===== src/rtl/cp0_unit.sv =====
// cp0_unit: Coprocessor-0 register file and interrupt arbiter.
//
// Holds SR (IM/EXL/IE), Cause (IP), EPC and PRId, and raises an interrupt
// request to the multi-cycle control FSM.
//
// Ports:
//   clk        rising-edge clock
//   rst        asynchronous active-low reset
//   sel_i      CP0 register index (IR[15:11])
//   din_i      mtc0 write data (GPR[rt])
//   wen_i      mtc0 commit strobe
//   pc_i       restart PC, captured into EPC on exception entry
//   hwint_i    level-sensitive device interrupt lines
//   exl_set_i  FSM level; its rising edge marks exception entry
//   exl_clr_i  FSM level; clears EXL while high (eret / post-reset)
//   intreq_o   interrupt request to FSM
//   epc_o      current EPC
//   dout_o     mfc0 read data for sel_i
module cp0_unit #(
  parameter logic [31:0] PRID_VAL  = 32'h0000_4D50,
  parameter int unsigned NUM_HWINT = 6
) (
  input  logic                 clk,
  input  logic                 rst,
  input  logic [4:0]           sel_i,
  input  logic [31:0]          din_i,
  input  logic                 wen_i,
  input  logic [31:0]          pc_i,
  input  logic [NUM_HWINT-1:0] hwint_i,
  input  logic                 exl_set_i,
  input  logic                 exl_clr_i,
  output logic                 intreq_o,
  output logic [31:0]          epc_o,
  output logic [31:0]          dout_o
);

  localparam logic [4:0] SelSr    = 5'd12;
  localparam logic [4:0] SelCause = 5'd13;
  localparam logic [4:0] SelEpc   = 5'd14;
  localparam logic [4:0] SelPrid  = 5'd15;

  logic [NUM_HWINT-1:0] im_q, im_d;
  logic [NUM_HWINT-1:0] ip_q;
  logic                 exl_q, exl_d;
  logic                 ie_q, ie_d;
  logic [31:0]          epc_q, epc_d;
  logic                 exl_set_q;

  logic set_pulse;
  logic sr_wr;
  logic epc_wr;

  // A held-high exl_set only counts once: entry is its rising edge.
  assign set_pulse = exl_set_i & ~exl_set_q;
  assign sr_wr     = wen_i & (sel_i == SelSr);
  assign epc_wr    = wen_i & (sel_i == SelEpc);

  always_comb begin
    im_d  = im_q;
    ie_d  = ie_q;
    exl_d = exl_q;
    epc_d = epc_q;

    // IM/IE only move on mtc0, even when an exception enters the same cycle.
    if (sr_wr) begin
      im_d = din_i[10 +: NUM_HWINT];
      ie_d = din_i[0];
    end

    if (set_pulse) begin
      exl_d = 1'b1;
    end else if (exl_clr_i) begin
      exl_d = 1'b0;
    end else if (sr_wr) begin
      exl_d = din_i[1];
    end

    if (set_pulse) begin
      epc_d = pc_i;
    end else if (epc_wr) begin
      epc_d = din_i;
    end
  end

  always_ff @(posedge clk or negedge rst) begin
    if (!rst) begin
      im_q      <= '0;
      ip_q      <= '0;
      exl_q     <= 1'b0;
      ie_q      <= 1'b0;
      epc_q     <= '0;
      exl_set_q <= 1'b0;
    end else begin
      im_q      <= im_d;
      ip_q      <= hwint_i;
      exl_q     <= exl_d;
      ie_q      <= ie_d;
      epc_q     <= epc_d;
      exl_set_q <= exl_set_i;
    end
  end

  // Driven from registers only, so hwint reaches intreq one cycle late.
  assign intreq_o = (|(ip_q & im_q)) & ie_q & ~exl_q;
  assign epc_o    = epc_q;

  // Reads show stored values; a same-cycle write is not bypassed.
  always_comb begin
    dout_o = '0;
    unique case (sel_i)
      SelSr: begin
        dout_o[10 +: NUM_HWINT] = im_q;
        dout_o[1]               = exl_q;
        dout_o[0]               = ie_q;
      end
      SelCause: dout_o[10 +: NUM_HWINT] = ip_q;
      SelEpc:   dout_o = epc_q;
      SelPrid:  dout_o = PRID_VAL;
      default:  dout_o = '0;
    endcase
  end

endmodule

===== config.mk =====
export PLATFORM = sky130hd
export DESIGN_NAME = cp0_unit
export DESIGN_NICKNAME = d
export VERILOG_FILES = /design/src/rtl/cp0_unit.sv
export SDC_FILE = /design/constraint.sdc
export NUM_CORES = 1
export LEC_CHECK = 0
export ABC_AREA = 0
export BUFFER_PORTS_ARGS = -buffer_cell sky130_fd_sc_hd__buf_4
export CAP_MARGIN = 5
export CORE_ASPECT_RATIO = 1.75
export CORE_UTILIZATION = 37
export DETAILED_ROUTE_END_ITERATION = 6
export PLACE_DENSITY = 0.7
export RECOVER_POWER = 50
export SYNTH_ARGS = -nofsm -noshare
export SYNTH_HDL_FRONTEND = slang
export SYNTH_SLANG_ARGS = --single-unit

===== constraint.sdc =====
create_clock -name clk -period 1.29 [get_ports clk]
set_input_delay 0.258 -clock clk [delete_from_list [all_inputs] [get_ports clk]]
set_output_delay 0.258 -clock clk [all_outputs]
set_load 0.01 [all_outputs]

==> metrics.txt, run 1 <==
Avg WL per Cell=16.8 µm; fill count=572; Nets=514; global-route wire length before repair=13300 µm; total net switching power=0.00117 W; Ant. Diodes=0; crit path kind=reg2out; Design Power=0.00424 W; initial antenna violation count=0; CP Capture Type=output port; fin crit period=1540 ps; Worst-path clk slew=60 ps; peak supply drop=562 µV; Mapped Cells=280; detailed-route via count=2783; num rows=39; Tot GR Track Use=24.5%; RSZ-0062 raised after global routing=yes; predominant post-synthesis flop cell=dfrtp_1; DRT iter0 DRCs=119; grt total ovfl=0; min-delay worst type=in2reg; P_leak=1.91 nW; number of synthesized flops with an enable pin=0; CP max FO=3; Syn Nets=360; area grow syn2layout=69.7%; Post-Layout Cell Count=516; area share of the largest cell type after synthesis=47.4%; Synth Area per Inst=8.87 µm²; CTS Sinks=47; DRT Pass-1 Iters=5; Critical Path Start=im_q[3]; Hold Crit Start=hwint_i[3]; arrival time at the worst endpoint=1280 ps; Setup WS post-layout=-245 ps; switching part of the total power=27.6%; Port Buffers=144; Rel. slew slack=20.3%; H-tree depth=2; average via count per standard cell=5.39; core area=0.00649 mm²; die width=63.9 µm; I/O Pins=145; most frequent cells in the layout=buf_4 (119), dfrtp_1 (47), nor2_1 (40); vias in the first global route=2706; hpwl dp=5940 µm; Root Buffer=clkbuf_16; Critical Path RT=1030 ps; Starting Density=38.3%; Synth warnings=0; DRC viols=0; sequential share of power=43.3%; Final Hold Vio Count=0; Mapped Area=0.00248 mm²; pwr/cell area=1010 mW/mm²; dominant cells by area after synthesis=dfrtp_1 (47%), a31oi_1 (8.1%), nand3_1 (6.6%); Worst-Margin Slew=1190 ps; Max Freq=651 MHz; Worst Reg2Reg Path Length in Cells=4; largest net degree at the start of global routing=48; clk_skew=4.47 ps; clk buf depth=2; Post-synth ARST share=100%; Die Height=110 µm; run status=finished with violations; share of cells above drive strength 1=51.2%; Combinational Power Share=26.9%; P_int=0.00307 W; violations in the final reports=setup timing; Worst R2R Start=exl_set_q; Cells after DPL=498; Clk pwr share=29.8%; CP Launch Type=flip-flop; Final setup viols=32; maxcap violations=0; Unique masters post-synth=27; Detailed Route WL=8680 µm; Synth area leader=dfrtp_1; Placer Congestion=0.783; Hold Path Cell Cnt=1; Worst-Skew Late Latency=280 ps; period utilization=119%; CTS Buf Count=5; Die Area=0.00706 mm²; leading cell type in the layout, fill and taps excluded=buf_4; Seq/Total Area, Yosys=47.4%; Post-DRT Antenna Nets=0; flops & latches, synth=47; Final Max Slew Viols=0; CTS tree=done
power groups by stage:
stage	Sequential [W]	Combinational (W)	Clock, W
after CTS	0.00183	0.00114	0.00129
final	0.00184	0.00114	0.00126
after floorplan	0.00187	0.000387	0
after global placement	0.00184	0.00101	0
after global routing	0.00186	0.00124	0.00136
after detailed placement	0.00185	0.00103	0
worst max-delay path: stages (launching register included):
cell,delay [ps]
dfrtp_1,400
a22oi_2,210
nand3_1,100
and3_4,180
buf_6,110
state kept, by name, indices dropped and copies added, names as in the netlist:
name       flops
im_q           6
epc_o         32
exl_q          1
ip_q           6
ie_q           1
exl_set_q      1
metrics by stage:
stage	hold slack (ps)	worst slack, ps	utilization (%)	TNS, ps	instance area, µm²
6_report	102	-245	65.0	-5740	4220
4_1_cts	8.80	-268	64.2	-5010	4170
3_3_place_gp	305	-146	57.5	-3870	3730
2_1_floorplan	-37.6	10.6	-	0	2480
5_1_grt	96.7	-271	65.0	-7830	4220
3_5_place_dp	310	-164	57.5	-4650	3730
area by class of cell:
class,instances,area (µm²),area share [%]
Sequential cell,47,1180,27.9
Clock inverter,1,5.00,0.119
Inverter,2,7.51,0.178
Clock buffer,6,139,3.29
Multi-Input combinational cell,205,1340,31.7
Tap cell,82,103,2.43
Timing Repair Buffer,173,1450,34.4
synth_stat cells (2+ instances only):
master,count
or2_2,3
nand3_1,33
nand3b_1,2
and2_1,21
o21ai_0,32
o22ai_1,3
a31oi_1,32
and3b_1,2
nand2_1,3
mux2i_1,5
buf_2,6
nand2b_1,2
dfrtp_1,47
a22oi_1,3
a21oi_1,3
nor2_1,43
clkbuf_1,16
inv_1,2
mux2_2,10
buf_4,4
nor3_1,2
per-layer routing:
metal  routed length [µm]  GRT usage (%)
met1                 3320           28.5
met2                 4740           44.3
met5                    0              0
met4                  199           9.58
met3                  419           3.91
timing repair:
| action | in CTS | in global routing |
|---|---|---|
| cloned | 3 | 0 |
| hold buffers | 0 | 0 |
| resized for setup | 62 | 25 |
| pin swaps | 13 | 5 |
| endpoints found under the setup margin | 30 | 35 |
| buffers inserted | 7 | 4 |
path summary, 6_finish.rpt:
check	endpoint	slack, ps
worst max-delay path	intreq_o	-250
worst min-delay path	ip_q[3]	100
worst max register to register	epc_o[24]	180
worst min register to register	im_q[1]	550
max in group asynchronous	exl_q	350
min in group asynchronous	ip_q[3]	210
cells by family after synthesis:
| kind of cell | share of synthesized area (%) |
|---|---|
| flops | 47.4 |
| buf+inv | 5.14 |
| mux | 6.55 |
| simple gates | 23.4 |
| compound gates | 17.5 |
Power figures use the tool's default switching activity.
==> inputs of run 2 (changes only) <==
--- a/config.mk
+++ b/config.mk
@@ -9,9 +9,9 @@
 export BUFFER_PORTS_ARGS = -buffer_cell sky130_fd_sc_hd__buf_4
 export CAP_MARGIN = 5
 export CORE_ASPECT_RATIO = 1.75
-export CORE_UTILIZATION = 37
+export CORE_UTILIZATION = 44
 export DETAILED_ROUTE_END_ITERATION = 6
-export PLACE_DENSITY = 0.7
+export PLACE_DENSITY = 0.81
 export RECOVER_POWER = 50
 export SYNTH_ARGS = -nofsm -noshare
 export SYNTH_HDL_FRONTEND = slang
==> metrics.txt, run 2 (same netlist as run 1, synthesis figures left out) <==
area grow syn2layout=73.2% (was 69.7%); WHS Endpoint=ip_q[4] (was ip_q[3]); Critical Path RT=1030 ps (about the same); Final Hold Vio Count=0 (unchanged); most frequent cells in the layout=buf_4 (129), dfrtp_1 (47), nor2_1 (37) (was buf_4 (119), dfrtp_1 (47), nor2_1 (40)); largest net degree at the start of global routing=48 (unchanged); Port Buffers=144 (unchanged); Design Power=0.00405 W (was 0.00424 W); pwr/cell area=942 mW/mm² (was 1010 mW/mm²); leading cell type in the layout, fill and taps excluded=buf_4 (unchanged); Detailed Route WL=9820 µm (was 8680 µm); CP Launch Type=primary input (was flip-flop); peak supply drop=546 µV (was 562 µV); Worst-Skew Late Latency=300 ps (was 280 ps); die width=58.8 µm (was 63.9 µm); run status=finished with violations (unchanged); Post-DRT Antenna Nets=0 (unchanged); Root Buffer=clkbuf_8 (was clkbuf_16); Tot GR Track Use=31.7% (was 24.5%); Avg WL per Cell=18.8 µm (was 16.8 µm); CP Capture Type=output port (unchanged); Final setup viols=34 (was 32); Hold Crit Start=hwint_i[4] (was hwint_i[3]); core area=0.00534 mm² (was 0.00649 mm²); period utilization=121% (was 119%); CTS Buf Count=5 (unchanged); Worst-Margin Slew=657 ps (was 1190 ps); setup_tns=-7180 ps (was -5740 ps); Rel. slew slack=56.2% (was 20.3%); H-tree depth=2 (unchanged); arrival time at the worst endpoint=1300 ps (was 1280 ps); clk_skew=4.20 ps (was 4.47 ps); CTS Sinks=47 (unchanged); I/O Pins=145 (unchanged); Hold Path Cell Cnt=1 (unchanged); violations in the final reports=setup timing (unchanged); Placer Congestion=0.823 (was 0.783); Finished Cell Area=0.00430 mm² (was 0.00422 mm²); fill count=365 (was 572); global-route wire length before repair=14200 µm (was 13300 µm); maxcap violations=0 (unchanged); share of cells above drive strength 1=53.9% (was 51.2%); Die Height=101 µm (was 110 µm); average via count per standard cell=5.79 (was 5.39); hpwl dp=6130 µm (was 5940 µm); pre-CTS setup slack=-217 ps (was -164 ps); CP max FO=4 (was 3); DRC viols=0 (unchanged); DRT Pass-1 Iters=5 (unchanged); Worst-path clk slew=90 ps (was 60 ps); DRT iter0 DRCs=171 (was 119); clk buf depth=2 (unchanged); Post-DP Area=0.00374 mm² (was 0.00373 mm²); Largest register FFs=32 (unchanged); Starting Density=46.5% (was 38.3%); Ant. Diodes=0 (unchanged); Worst R2R Start=exl_set_q (unchanged); post-layout util=80.5% (was 65.0%); min-delay worst type=in2reg (unchanged); initial antenna violation count=0 (unchanged); Nets=526 (was 514); Max Freq=641 MHz (was 651 MHz); detailed-route via count=3016 (was 2783); crit path kind=in2out (was reg2out); worst reg2reg setup slack=20 ps (was 180 ps); fin crit period=1560 ps (was 1540 ps); Die Area=0.00596 mm² (was 0.00706 mm²); r2r endpoint=epc_o[20] (was epc_o[24]); P_leak=1.97 nW (was 1.91 nW); RSZ-0062 raised after global routing=yes (unchanged); CTS tree=done (unchanged); Setup WS post-layout=-271 ps (was -245 ps); Final Max Slew Viols=0 (unchanged); Worst Reg2Reg Path Length in Cells=4 (unchanged); vias in the first global route=3002 (was 2706); num rows=35 (was 39); grt total ovfl=0 (unchanged)
[run 2: cell types whose count changed in the layout (fill, tap and decap cells not counted), moves of 2 or more]
| cell | delta |
|---|---|
| buf_12 | -2 |
| buf_4 | +10 |
| buf_8 | +3 |
| clkbuf_1 | -2 |
| clkbuf_16 | -4 |
| clkbuf_8 | +6 |
| nor2_1 | -3 |
| nor2_2 | +4 |
[run 2: worst max path at each step]
| stage | to | start |
|---|---|---|
| 6_report | dout_o[27] | sel_i[4] |
| 2_1_floorplan | dout_o[16] | sel_i[4] |
| 4_1_cts | intreq_o | ip_q[3] |
| 3_5_place_dp | dout_o[16] | sel_i[1] |
| 3_3_place_gp | dout_o[7] | sel_i[1] |
| 5_1_grt | dout_o[11] | im_q[1] |
[run 2: worst max-delay path, cell delays in order]
cell	delay, ps
buf_8	100
nand4b_1	270
nor2_4	170
buf_6	140
clkbuf_16	140
and2_4	130
buf_6	90
[run 2: repair_timing]
item	CTS	global route
hold buffers	1	0
resized for setup	58	37
pin swaps	22	10
buffers inserted	10	8
endpoints found under the setup margin	30	33
cloned	2	1
hold endpoints to repair	47	0
[run 2: through the flow]
stage                     hold WS [ps]  cells
after floorplan                  -37.6    280
after global routing              69.8    521
after CTS                         52.0    513
after global placement             301    492
final                             74.6    521
after detailed placement           306    492
[run 2: area by class of cell]
class                           instances  area (µm²)  area share, %
Clock buffer                            7        96.3           2.24
Timing Repair Buffer                  185        1570           36.5
Multi-Input combinational cell        205        1350           31.4
Tap cell                               74        92.6           2.15
Sequential cell                        47        1180           27.3
Inverter                                2        7.51          0.174
Clock inverter                          1        7.51          0.174
[run 2: where the power goes]
part / internal, W / switching, W
Combinational: 0.000681 / 0.000544
Clock: 0.000488 / 0.000502
Sequential: 0.00167 / 0.000172
Total: 0.00284 / 0.00122
[run 2: per-layer routing]
layer / vias up / track usage (%) / part of all wire (%)
met5: - / 0 / 0
met2: 175 / 57.0 / 56
li1: 1327 / - / -
met4: 0 / 16.1 / 3.4
met3: 33 / 4.09 / 6.5
met1: 1481 / 35.6 / 34
==> inputs of run 3 (changes only) <==
--- a/config.mk
+++ b/config.mk
@@ -8,10 +8,11 @@
 export ABC_AREA = 0
 export BUFFER_PORTS_ARGS = -buffer_cell sky130_fd_sc_hd__buf_4
 export CAP_MARGIN = 5
-export CORE_ASPECT_RATIO = 1.75
-export CORE_UTILIZATION = 44
+export CELL_PAD_IN_SITES_DETAIL_PLACEMENT = 0
+export CELL_PAD_IN_SITES_GLOBAL_PLACEMENT = 1
+export CORE_UTILIZATION = 31
 export DETAILED_ROUTE_END_ITERATION = 6
-export PLACE_DENSITY = 0.81
+export PLACE_DENSITY = 0.78
 export RECOVER_POWER = 50
 export SYNTH_ARGS = -nofsm -noshare
 export SYNTH_HDL_FRONTEND = slang
==> metrics.txt, run 3 (same netlist as run 1, synthesis figures left out) <==
Avg WL per Cell=16.0 µm (was 18.8 µm); Critical Path RT=1030 ps (about the same); Post-DP Area=0.00381 mm² (was 0.00374 mm²); initial antenna violation count=0 (unchanged); CP Buf/Inv Count=1 (was 4); crit path kind=reg2out (was in2out); Design Power=0.00391 W (was 0.00405 W); RSZ-0062 raised after global routing=yes (unchanged); DRT Pass-1 Iters=4 (was 5); period utilization=121% (about the same); Post-DRT Antenna Nets=0 (unchanged); Max Freq=641 MHz (about the same); Starting Density=32.1% (was 46.5%); arrival time at the worst endpoint=1300 ps (about the same); setup_tns=-5180 ps (was -7180 ps); CTS Buf Count=5 (unchanged); global-route wire length before repair=13900 µm (was 14200 µm); largest net degree at the start of global routing=49 (was 48); fill count=721 (was 365); max incr delay on CP=410 ps (was 270 ps); share of cells above drive strength 1=54.0% (was 53.9%); Root Buffer=clkbuf_8 (unchanged); Final setup viols=30 (was 34); pre-CTS setup slack=-221 ps (was -217 ps); run status=finished with violations (unchanged); hpwl dp=6160 µm (was 6130 µm); pwr/cell area=930 mW/mm² (was 942 mW/mm²); DRT iter0 DRCs=116 (was 171); num rows=32 (was 35); cell breakdown of the critical path=a22oi_2 > nand3_1 > and3_4 > buf_6 (was buf_8 > nand4b_1 > nor2_4 > buf_6 > clkbuf_16 > and2_4 > buf_6); average via count per standard cell=5.04 (was 5.79); CP Capture Type=output port (unchanged); Placer Congestion=0.851 (was 0.823); leading cell type in the layout, fill and taps excluded=buf_4 (unchanged); min-delay worst type=in2reg (unchanged); DRC viols=0 (unchanged); Largest register FFs=32 (unchanged); Tot GR Track Use=21.2% (was 31.7%); detailed-route via count=2746 (was 3016); core area=0.00773 mm² (was 0.00534 mm²); Worst-Margin Slew=659 ps (was 657 ps); Top Family by Delay on Critical Path=flip-flops (was simple AND/OR/NAND/NOR gates); slowest CP cell=dfrtp_1 (was nand4b_1); Final Max Slew Viols=0 (unchanged); I/O Pins=145 (unchanged); Detailed Route WL=8700 µm (was 9820 µm); Worst-Skew Late Latency=300 ps (about the same); Die Area=0.00837 mm² (was 0.00596 mm²); maxcap violations=0 (unchanged); Port Buffers=144 (unchanged); H-tree depth=2 (unchanged); CP Launch Type=flip-flop (was primary input); Ant. Diodes=0 (unchanged); Seq. cell area=0.00118 mm² (unchanged); Rel. slew slack=56.1% (was 56.2%); clk_skew=7.86 ps (was 4.20 ps); Final Hold Vio Count=0 (unchanged); area of the multi-input gates=0.00132 mm² (was 0.00135 mm²); most frequent cells in the layout=buf_4 (144), dfrtp_1 (47), nor2_1 (37) (was buf_4 (129), dfrtp_1 (47), nor2_1 (37)); fin crit period=1560 ps (about the same); Worst-path clk slew=90 ps (about the same); die width=91.5 µm (was 58.8 µm); CP max FO=3 (was 4); CTS tree=done (unchanged); CTS Sinks=47 (unchanged); Nets=523 (was 526); peak supply drop=340 µV (was 546 µV); Setup WS post-layout=-270 ps (was -271 ps); grt total ovfl=0 (unchanged); Die Height=91.5 µm (was 101 µm); Finished Cell Area=0.00420 mm² (was 0.00430 mm²); vias in the first global route=2789 (was 3002); violations in the final reports=setup timing (unchanged); clk buf depth=2 (unchanged); P_leak=1.93 nW (was 1.97 nW); area grow syn2layout=69.2% (was 73.2%)
## run 3: final timing paths
path,startpoint,to,slack [ps],cells after the start
worst min-delay path,hwint_i[4],ip_q[4],80,1
max in group asynchronous,rst,epc_o[28],290,2
min in group asynchronous,rst,ip_q[0],550,2
worst max-delay path,im_q[0],intreq_o,-270,4
worst min register to register,im_q[5],im_q[5],560,1
worst max register to register,exl_set_q,epc_o[31],120,4
## run 3: layout make-up
type / count / area share, %
clock buffer: 6 / 1.97
timing repair buffer: 182 / 35.3
clock inverter: 1 / 0.119
multi-input combinational: 205 / 31.4
sequential: 47 / 28.0
tap: 102 / 3.04
inverter: 2 / 0.179
## run 3: power breakdown
| part | internal (W) | total, W | switching, W |
|---|---|---|---|
| combinational | 0.000679 | 0.00118 | 0.000505 |
| sequential | 0.00167 | 0.00182 | 0.000154 |
| clock | 0.000421 | 0.000903 | 0.000481 |
## run 3: worst reg2reg max path, stage by stage (launching register included)
cell	delay [ps]
dfrtp_1	320
nand2b_2	110
buf_4	390
nor2_1	110
a31oi_1	170
## run 3: per-stage QoR
stage / hold WS (ps) / utilization [%] / instances
after global placement: 313 / 49.3 / 530
after CTS: 47.7 / 54.0 / 542
after floorplan: -37.6 / - / 280
final: 80.1 / 54.4 / 545
after detailed placement: 315 / 49.3 / 530
after global routing: 54.8 / 54.4 / 545
## run 3: layer usage
| metal | wire length (µm) | GRT usage, % |
|---|---|---|
| met1 | 3640 | 26.5 |
| met2 | 4400 | 36.3 |
| met3 | 445 | 3.85 |
| met4 | 209 | 7.67 |
| met5 | 0 | 0 |
## run 3: what timing repair did
item,CTS,global route
pin swaps,31,6
setup buffers,3,3
cloned,2,0
resized for setup,70,6
hold buffers,1,0
setup endpoints to repair,32,33
hold endpoints to repair,47,0
